==> src/rtl/mul32_seq_pkg.sv <==
// Shared constants for the sequential multiply-add: state codes, the step count
// and the state type, which is also driven out on the debug port.
package mul32_seq_pkg;

    localparam logic [1:0] S_IDLE = 2'd0;
    localparam logic [1:0] S_BUSY = 2'd1;
    localparam logic [1:0] S_DONE = 2'd2;

    localparam int ITER = 32;

    typedef enum logic [1:0] {
        ST_IDLE = S_IDLE,
        ST_BUSY = S_BUSY,
        ST_DONE = S_DONE
    } state_e;

endpackage

==> src/rtl/mul32_seq_if.sv <==
// Operand and result handshake bundle for mul32_seq.
// Handshake: a transfer happens on a rising edge where valid and ready are both high;
// valid may not drop and its data may not change until that edge.
interface mul32_seq_if #(parameter int K = 32);

    logic            in_valid;
    logic            in_ready;
    logic [31:0]     q;
    logic [K-1:0]    d;
    logic [K-1:0]    r;
    logic            out_valid;
    logic            out_ready;
    logic [K+31:0]   x;

    modport master (
        output in_valid, q, d, r, out_ready,
        input  in_ready, out_valid, x
    );

    modport slave (
        input  in_valid, q, d, r, out_ready,
        output in_ready, out_valid, x
    );

endinterface

==> src/rtl/mul32_seq.sv <==
// Radix-2 shift-add multiply-add: x = q*d + r over a fixed 32 BUSY cycles,
// rebuilding the dividend from a div32 quotient/divisor/remainder.
module mul32_seq
    import mul32_seq_pkg::*;
#(
    parameter int K = 32
) (
    input  logic        clk,
    input  logic        rstn,
    mul32_seq_if.slave  bus,
    output state_e      dbg_state_o
);

    localparam int W = K + 32;

    state_e         state_q;
    logic [W-1:0]   acc_q;
    logic [W-1:0]   msh_q;
    logic [31:0]    qsh_q;
    logic [4:0]     cnt_q;
    logic           in_ready_q;
    logic           out_valid_q;

    logic [W-1:0]   acc_d;
    logic           last_step;

    // The sum never exceeds W bits, so no carry-out is kept.
    assign acc_d     = qsh_q[0] ? (acc_q + msh_q) : acc_q;
    assign last_step = (cnt_q == 5'(ITER - 1));

    always_ff @(posedge clk or negedge rstn) begin
        if (!rstn) begin
            state_q     <= ST_IDLE;
            acc_q       <= '0;
            msh_q       <= '0;
            qsh_q       <= '0;
            cnt_q       <= '0;
            in_ready_q  <= 1'b1;
            out_valid_q <= 1'b0;
        end else begin
            case (state_q)
                ST_IDLE: begin
                    if (bus.in_valid) begin
                        acc_q      <= {32'b0, bus.r};
                        msh_q      <= {32'b0, bus.d};
                        qsh_q      <= bus.q;
                        cnt_q      <= '0;
                        in_ready_q <= 1'b0;
                        state_q    <= ST_BUSY;
                    end
                end
                ST_BUSY: begin
                    acc_q <= acc_d;
                    msh_q <= msh_q << 1;
                    qsh_q <= qsh_q >> 1;
                    cnt_q <= cnt_q + 5'd1;
                    if (last_step) begin
                        out_valid_q <= 1'b1;
                        state_q     <= ST_DONE;
                    end
                end
                ST_DONE: begin
                    // acc is frozen here, so x stays stable under back-pressure.
                    if (bus.out_ready) begin
                        out_valid_q <= 1'b0;
                        in_ready_q  <= 1'b1;
                        state_q     <= ST_IDLE;
                    end
                end
                default: begin
                    out_valid_q <= 1'b0;
                    in_ready_q  <= 1'b1;
                    state_q     <= ST_IDLE;
                end
            endcase
        end
    end

    assign bus.in_ready  = in_ready_q;
    assign bus.out_valid = out_valid_q;
    assign bus.x         = acc_q;
    assign dbg_state_o   = state_q;

endmodule

==> src/flat_wrapper.sv <==
// flat-port wrapper written by rule: the top's interface ports become plain ports
module mul32_seq_flat import mul32_seq_pkg::*;
#(
    parameter int K = 32
)
  (clk, rstn, dbg_state_o, bus_in_valid, bus_q, bus_d, bus_r, bus_out_ready, bus_in_ready, bus_out_valid, bus_x);
  mul32_seq_if #(.K(K)) bus_i ();
  input  logic clk;
  input  logic rstn;
  output state_e dbg_state_o;
  input wire logic [$bits(bus_i.in_valid)-1:0] bus_in_valid;
  input wire logic [$bits(bus_i.q)-1:0] bus_q;
  input wire logic [$bits(bus_i.d)-1:0] bus_d;
  input wire logic [$bits(bus_i.r)-1:0] bus_r;
  input wire logic [$bits(bus_i.out_ready)-1:0] bus_out_ready;
  output wire logic [$bits(bus_i.in_ready)-1:0] bus_in_ready;
  output wire logic [$bits(bus_i.out_valid)-1:0] bus_out_valid;
  output wire logic [$bits(bus_i.x)-1:0] bus_x;
  assign bus_i.in_valid = bus_in_valid;
  assign bus_i.q = bus_q;
  assign bus_i.d = bus_d;
  assign bus_i.r = bus_r;
  assign bus_i.out_ready = bus_out_ready;
  assign bus_in_ready = bus_i.in_ready;
  assign bus_out_valid = bus_i.out_valid;
  assign bus_x = bus_i.x;
  mul32_seq #(.K(K)) u_core (.clk(clk), .rstn(rstn), .bus(bus_i), .dbg_state_o(dbg_state_o));
endmodule
==> config.mk <==
export PLATFORM = sky130hd
export DESIGN_NAME = mul32_seq_flat
export DESIGN_NICKNAME = d
export VERILOG_FILES = /design/src/rtl/mul32_seq_pkg.sv /design/src/rtl/mul32_seq_if.sv /design/src/rtl/mul32_seq.sv /design/src/flat_wrapper.sv
export SDC_FILE = /design/constraint.sdc
export NUM_CORES = 1
export LEC_CHECK = 0
export ABC_CLOCK_PERIOD_IN_PS = 3400
export CAP_MARGIN = 20
export CORE_MARGIN = 5
export CORE_UTILIZATION = 55
export DETAILED_ROUTE_END_ITERATION = 10
export PLACE_DENSITY = 0.9
export SLEW_MARGIN = 20
export SYNTH_ARGS = -nofsm -noshare
export SYNTH_HDL_FRONTEND = slang
export SYNTH_SLANG_ARGS = --single-unit
==> constraint.sdc <==
create_clock -name clk -period 3.4 [get_ports clk]
set_clock_uncertainty 0.15 [all_clocks]
set_input_delay 0.85 -clock clk [delete_from_list [all_inputs] [get_ports clk]]
set_output_delay 0.85 -clock clk [all_outputs]
set_load 0.1 [all_outputs]
# [Word-level counts from Yosys, hierarchy flattened]
# Index checks and enable logic that the tools add are counted.
[totals] ff_bits=169 input_bits=100 output_inout_bits=68 word_cells=44
[classes] n_addsub=2 eq_ne=7 muxes=19 bitwise=2 reduce_logical=7
[op_table] operator="$pmux 64 s2" n=2
[op_table] operator="$mux 64" n=3
[op_table] operator="$add 64x64->64" n=1
[op_table] operator="$pmux 32 s2" n=1
[op_table] operator="$mux 32" n=1
[op_table] operator="$reduce_and 3->1" n=4
[op_table] operator="$pmux 5 s2" n=1
[op_table] operator="$mux 2" n=3
[op_table] operator="$pmux 1 s3" n=2
[op_table] operator="$pmux 2 s3" n=1
[op_table] operator="$add 5x1->5 const B" n=1
[op_table] operator="$eq 5x5->1 const B" n=1
[op_table] operator="$mux 5" n=1
[op_table] operator="$mux 1" n=4
[op_table] operator="$ne 2x1->1 const B" n=2
[op_table] operator="$ne 2x2->1 const B" n=2
[op_table] operator="$eq 2x1->1 const B" n=1
[op_table] operator="$eq 2x2->1 const B" n=1
[op_table] operator="$logic_not 2->1" n=1
[op_table] operator="$not 1->1" n=2
[op_table] operator="$reduce_and 2->1" n=1
[op_table] operator="$reduce_bool 2->1" n=1

# [Logic depth before layout (Yosys ltp)]
[logic_depth] depth_word=3 mapped_depth=13 ltp_nobuf=12

# [Worst setup path after synthesis]
# OpenSTA, ideal clock, no wires.
[synth_path] kind="register to register" startpoint="reg u_core.acc_q[18] (netlist: u_core.bus.x[18])" endpoint="reg u_core.acc_q[63] (netlist: u_core.bus.x[63])" setup_time_ns=0.135 arrival_ns=3.407 path_slack_ns=-0.292 path_stages_with_launch=13 path_buffers=1 synth_period_minus_slack_ns=3.692 cell_sequence="dfrtp_1 ha_1 buf_6 a21oi_4 o21ai_1 a221o_1 a221o_1 a211o_1 a21oi_4 o41ai_2 or2_4 a311oi_2 o22ai_1"
[synth_between] elab_chain_cells=3
[synth_rtl] item="start, declared" line_no="mul32_seq.sv:17" text="logic [W-1:0] acc_q;"
[synth_rtl] item="start signal, assigned" line_no="mul32_seq.sv:44" text="acc_q <= {32'b0, bus.r};"
[synth_rtl] item="$add 64x64->64" line_no="mul32_seq.sv:28" text="assign acc_d = qsh_q[0] ? (acc_q + msh_q) : acc_q;"
[synth_rtl] item="$mux 64" line_no="mul32_seq.sv:28"
[synth_rtl] item="$pmux 64 s2" line_no="mul32_seq.sv:41" text="case (state_q)"
# Every way passes these cells. The select of a mux whose other input is x is not followed.
# A chain may end at the register's enable or synchronous reset.

# [Worst setup path in the final report]
[layout_path] startpoint="reg u_core.msh_q[19]" endpoint="reg u_core.acc_q[59] (netlist: u_core.bus.x[59])"
[layout_between] elab_chain_cells=3
[layout_rtl] item="start, declared" line_no="mul32_seq.sv:18" text="logic [W-1:0] msh_q;"
[layout_rtl] item="start signal, assigned" line_no="mul32_seq.sv:45" text="msh_q <= {32'b0, bus.d};"
[layout_rtl] item="start signal, assigned" line_no="mul32_seq.sv:54" text="msh_q <= msh_q << 1;"
[layout_rtl] item="$add 64x64->64" line_no="mul32_seq.sv:28"
[layout_rtl] item="$mux 64" line_no="mul32_seq.sv:28"
[layout_rtl] item="$pmux 64 s2" line_no="mul32_seq.sv:41"
# Every way passes these cells. The select of a mux whose other input is x is not followed.

==> results_dict.tcl <==
set metrics [dict create \
    status "complete, no violations" \
    tritoncts "yes" \
    hp-class "in2async" \
    cts-root-buf "clkbuf_16" \
    avgSynthCellArea_sq_um 8.525 \
    end_kind "flop" \
    synth_flop_cell "dfrtp_1" \
    synthCells 1295 \
    clk_latency_ns 0.44 \
    cts_htree_levels 4 \
    met2_length_um 15110 \
    drt-initial-drc-count 691 \
    grt-ovfl-total 0 \
    cts_hold_buffers 0 \
    max_slew_margin_pct 46.47 \
    critPathArrivalTime_ns 3.48 \
    wl_met3_um 2503 \
    path_class "reg2reg" \
    hpwl_um 23260 \
    synth_cell_types 68 \
    period_minus_slack_ns 3.293 \
    die_h_um 151.7 \
    rsz0062_at_grt "yes" \
    mostFrequentLayoutCells "195 x nand2_1, 150 x a21oi_1, 133 x dfrtp_1" \
    path_cells "ha_2 -> nand4_1 -> buf_4 -> nor4_2 -> and3_1 -> o211a_1 -> a211o_1 -> a21oi_4 -> o41ai_2 -> buf_4 -> o21bai_1 -> and3_1 -> o31ai_1" \
    drive_gt1_share_pct 15.73 \
    cap_viol_max_count 0 \
    finalHoldViolations 0 \
    top_layer "met5" \
    dieArea_sq_um 23010 \
    critPathRequiredTime_ns 3.59 \
    nFillCells 1505 \
    crit_path_top_delay_cell "dfrtp_1" \
    n_antenna_cell 0 \
    vias 10520 \
    final.setup.tns_ns 0 \
    wl_per_cell_um 18.96 \
    ys_ff_latch 169 \
    grt_use_total_pct 28.47 \
    max_slew.worst_pin.slew_ns 0.8029 \
    fmaxAchievable_mhz 303.6 \
    multi_input_area_sq_um 6610 \
    startpoint "u_core.msh_q[19]" \
    grt_pass1_vias 9966 \
    vias_per_cell 6.094 \
    drcViolationCount 0 \
    start_util_pct 56.35 \
    first_pass_iters 5 \
    timing.final.max_slew_violations 0 \
    ys_seq_area_share_pct 38.32 \
    synthesis.area_sq_um 11040 \
    clock_path_buffers 2 \
    coreArea_sq_um 19590 \
    period_share_pct 96.86 \
    cts_made_buffers 17 \
    synthArstFlopShare_pct 100.0 \
    cts_num_sinks 169 \
    reg2reg_setup_slack_ns 0.11 \
    grt_first_pass_wirelength_um 51960 \
    port_buffers 167 \
    yosys_warnings 0 \
    rows 51 \
    clkTransAtPathRegs_ns 0.07 \
    synth_enable_flop_cells 0 \
    syn-num-nets 1461 \
    fp.dieW_um 151.7 \
    register_area_sq_um 4279 \
    rr_startpoint "u_core.msh_q[19]" \
    grt_max_degree 72 \
    critPathMaxStageDelay_ns 0.42 \
    reg2reg_to "u_core.bus.x[59]" \
    antenna_found_initial 1 \
    wl_met1_um 14290 \
    ant_nets 0 \
    place.gp.congestion 0.9306 \
    io_pins 168 \
    setup_violations 0 \
    cp_max_fo 6 \
    layout_commonest_cell "nand2_1" \
    drt_wl_total_um 32750 \
    r2r_cells 13 \
    syn_to_final_growth_pct 25.00 \
    cp-start-kind "flop" \
    nNetsFinal 1615 \
]
critical path: cells and delay by family, from the launching register on:
kind                       cells  cell delay, ns
adders and majority gates      1            0.40
buffers and inverters          2            0.38
and+or+nand+nor                4            0.83
DFF                            1            0.42
AOI/OAI and AO/OA              6            1.03
synthesized netlist by cell type, types with 2 or more instances:
library cell,number,area [sq um]
dfrtp_1,168,4204
nor2_1,64,240.2
o21bai_1,11,82.58
o21a_1,9,67.56
o31a_1,2,17.52
a21o_1,49,367.9
o211a_1,3,30.03
buf_1,5,18.77
inv_1,10,37.54
a21oi_1,155,775.7
a22oi_1,3,22.52
xor2_1,25,219.0
a41oi_1,2,17.52
clkbuf_1,76,285.3
nand4_1,9,56.30
nor2b_1,11,68.82
a31oi_1,25,156.4
a21oi_4,3,48.80
and3b_1,62,543.0
o2111ai_1,3,26.28
a22o_1,35,306.5
nand3_1,26,130.1
a221o_1,4,40.04
o21ai_2,2,17.52
xnor2_1,27,236.5
nand2b_1,12,75.07
a2bb2oi_1,2,17.52
nor4_1,3,18.77
mux2i_1,4,40.04
o21ai_0,112,560.5
ha_1,65,813.3
a211oi_1,2,15.01
o211ai_1,5,37.54
o21ai_1,36,180.2
and3_1,18,112.6
buf_2,3,15.01
o31ai_1,3,22.52
nand2_1,196,735.7
buf_6,2,22.52
nor3_1,14,70.07
and2_1,2,12.51
routing by layer:
layer | vias to the layer above | global-route usage, %
li1 | 4991 | -
met1 | 5057 | 39.54
met2 | 421 | 44.69
met3 | 53 | 5.830
met4 | 2 | 9.659
met5 | - | 0
how the worst max path moves through the flow:
stage | to
after floorplan | u_core.bus.x[63]
after global placement | u_core.bus.x[59]
after detailed placement | u_core.bus.x[63]
after CTS | u_core.bus.x[58]
after global routing | u_core.bus.x[63]
final | u_core.bus.x[59]
per-stage QoR:
step / setup WS, ns / util [%] / hold slack, ns / instances / area, sq um
2_1_floorplan: 0.005892 / - / 0.3001 / 1295 / 11090
3_3_place_gp: 0.07470 / 66.37 / 0.3113 / 1690 / 13000
3_5_place_dp: 0.03569 / 66.37 / 0.3232 / 1690 / 13000
4_1_cts: 0.008763 / 69.53 / 0.2633 / 1722 / 13620
5_1_grt: -0.02204 / 70.44 / 0.2827 / 1727 / 13800
6_report: 0.1066 / 70.44 / 0.2312 / 1727 / 13800
logic make-up after synthesis:
| family | count (synthesis) | share of synthesized area [%] |
|---|---|---|
| fa+ha+maj | 66 | 7.548 |
| xor+xnor | 52 | 4.126 |
| compound gates | 482 | 26.90 |
| simple gates | 426 | 19.31 |
| mux | 4 | 0.3627 |
| flops | 169 | 38.32 |
| buf+inv | 96 | 3.434 |
repair_timing:
item | CTS | global route
gates resized for setup | 1 | 27
buffers inserted | 0 | 5
hold endpoints to repair | 0 | 0
pin swaps | 3 | 13
gates cloned | 0 | 0
setup endpoints to repair | 2 | 23
sequential cells by signal, indices dropped and copies added (netlist names):
name,cells
u_core.dbg_state_o,2
u_core.cnt_q,5
u_core.bus.out_valid,1
u_core.bus.x,64
u_core.msh_q,64
u_core.bus.in_ready,1
u_core.qsh_q,32
layout make-up:
cell class,instances,share of cell area [%]
clock inverter,14,1.333
multi-input combinational,1030,47.90
sequential,169,31.01
clock buffer,18,3.110
tap,265,2.403
timing repair buffer,221,13.97
inverter,10,0.2720
Power is not shown: default switching activity piles up to over one toggle a cycle in this logic, so the estimate is an artifact.
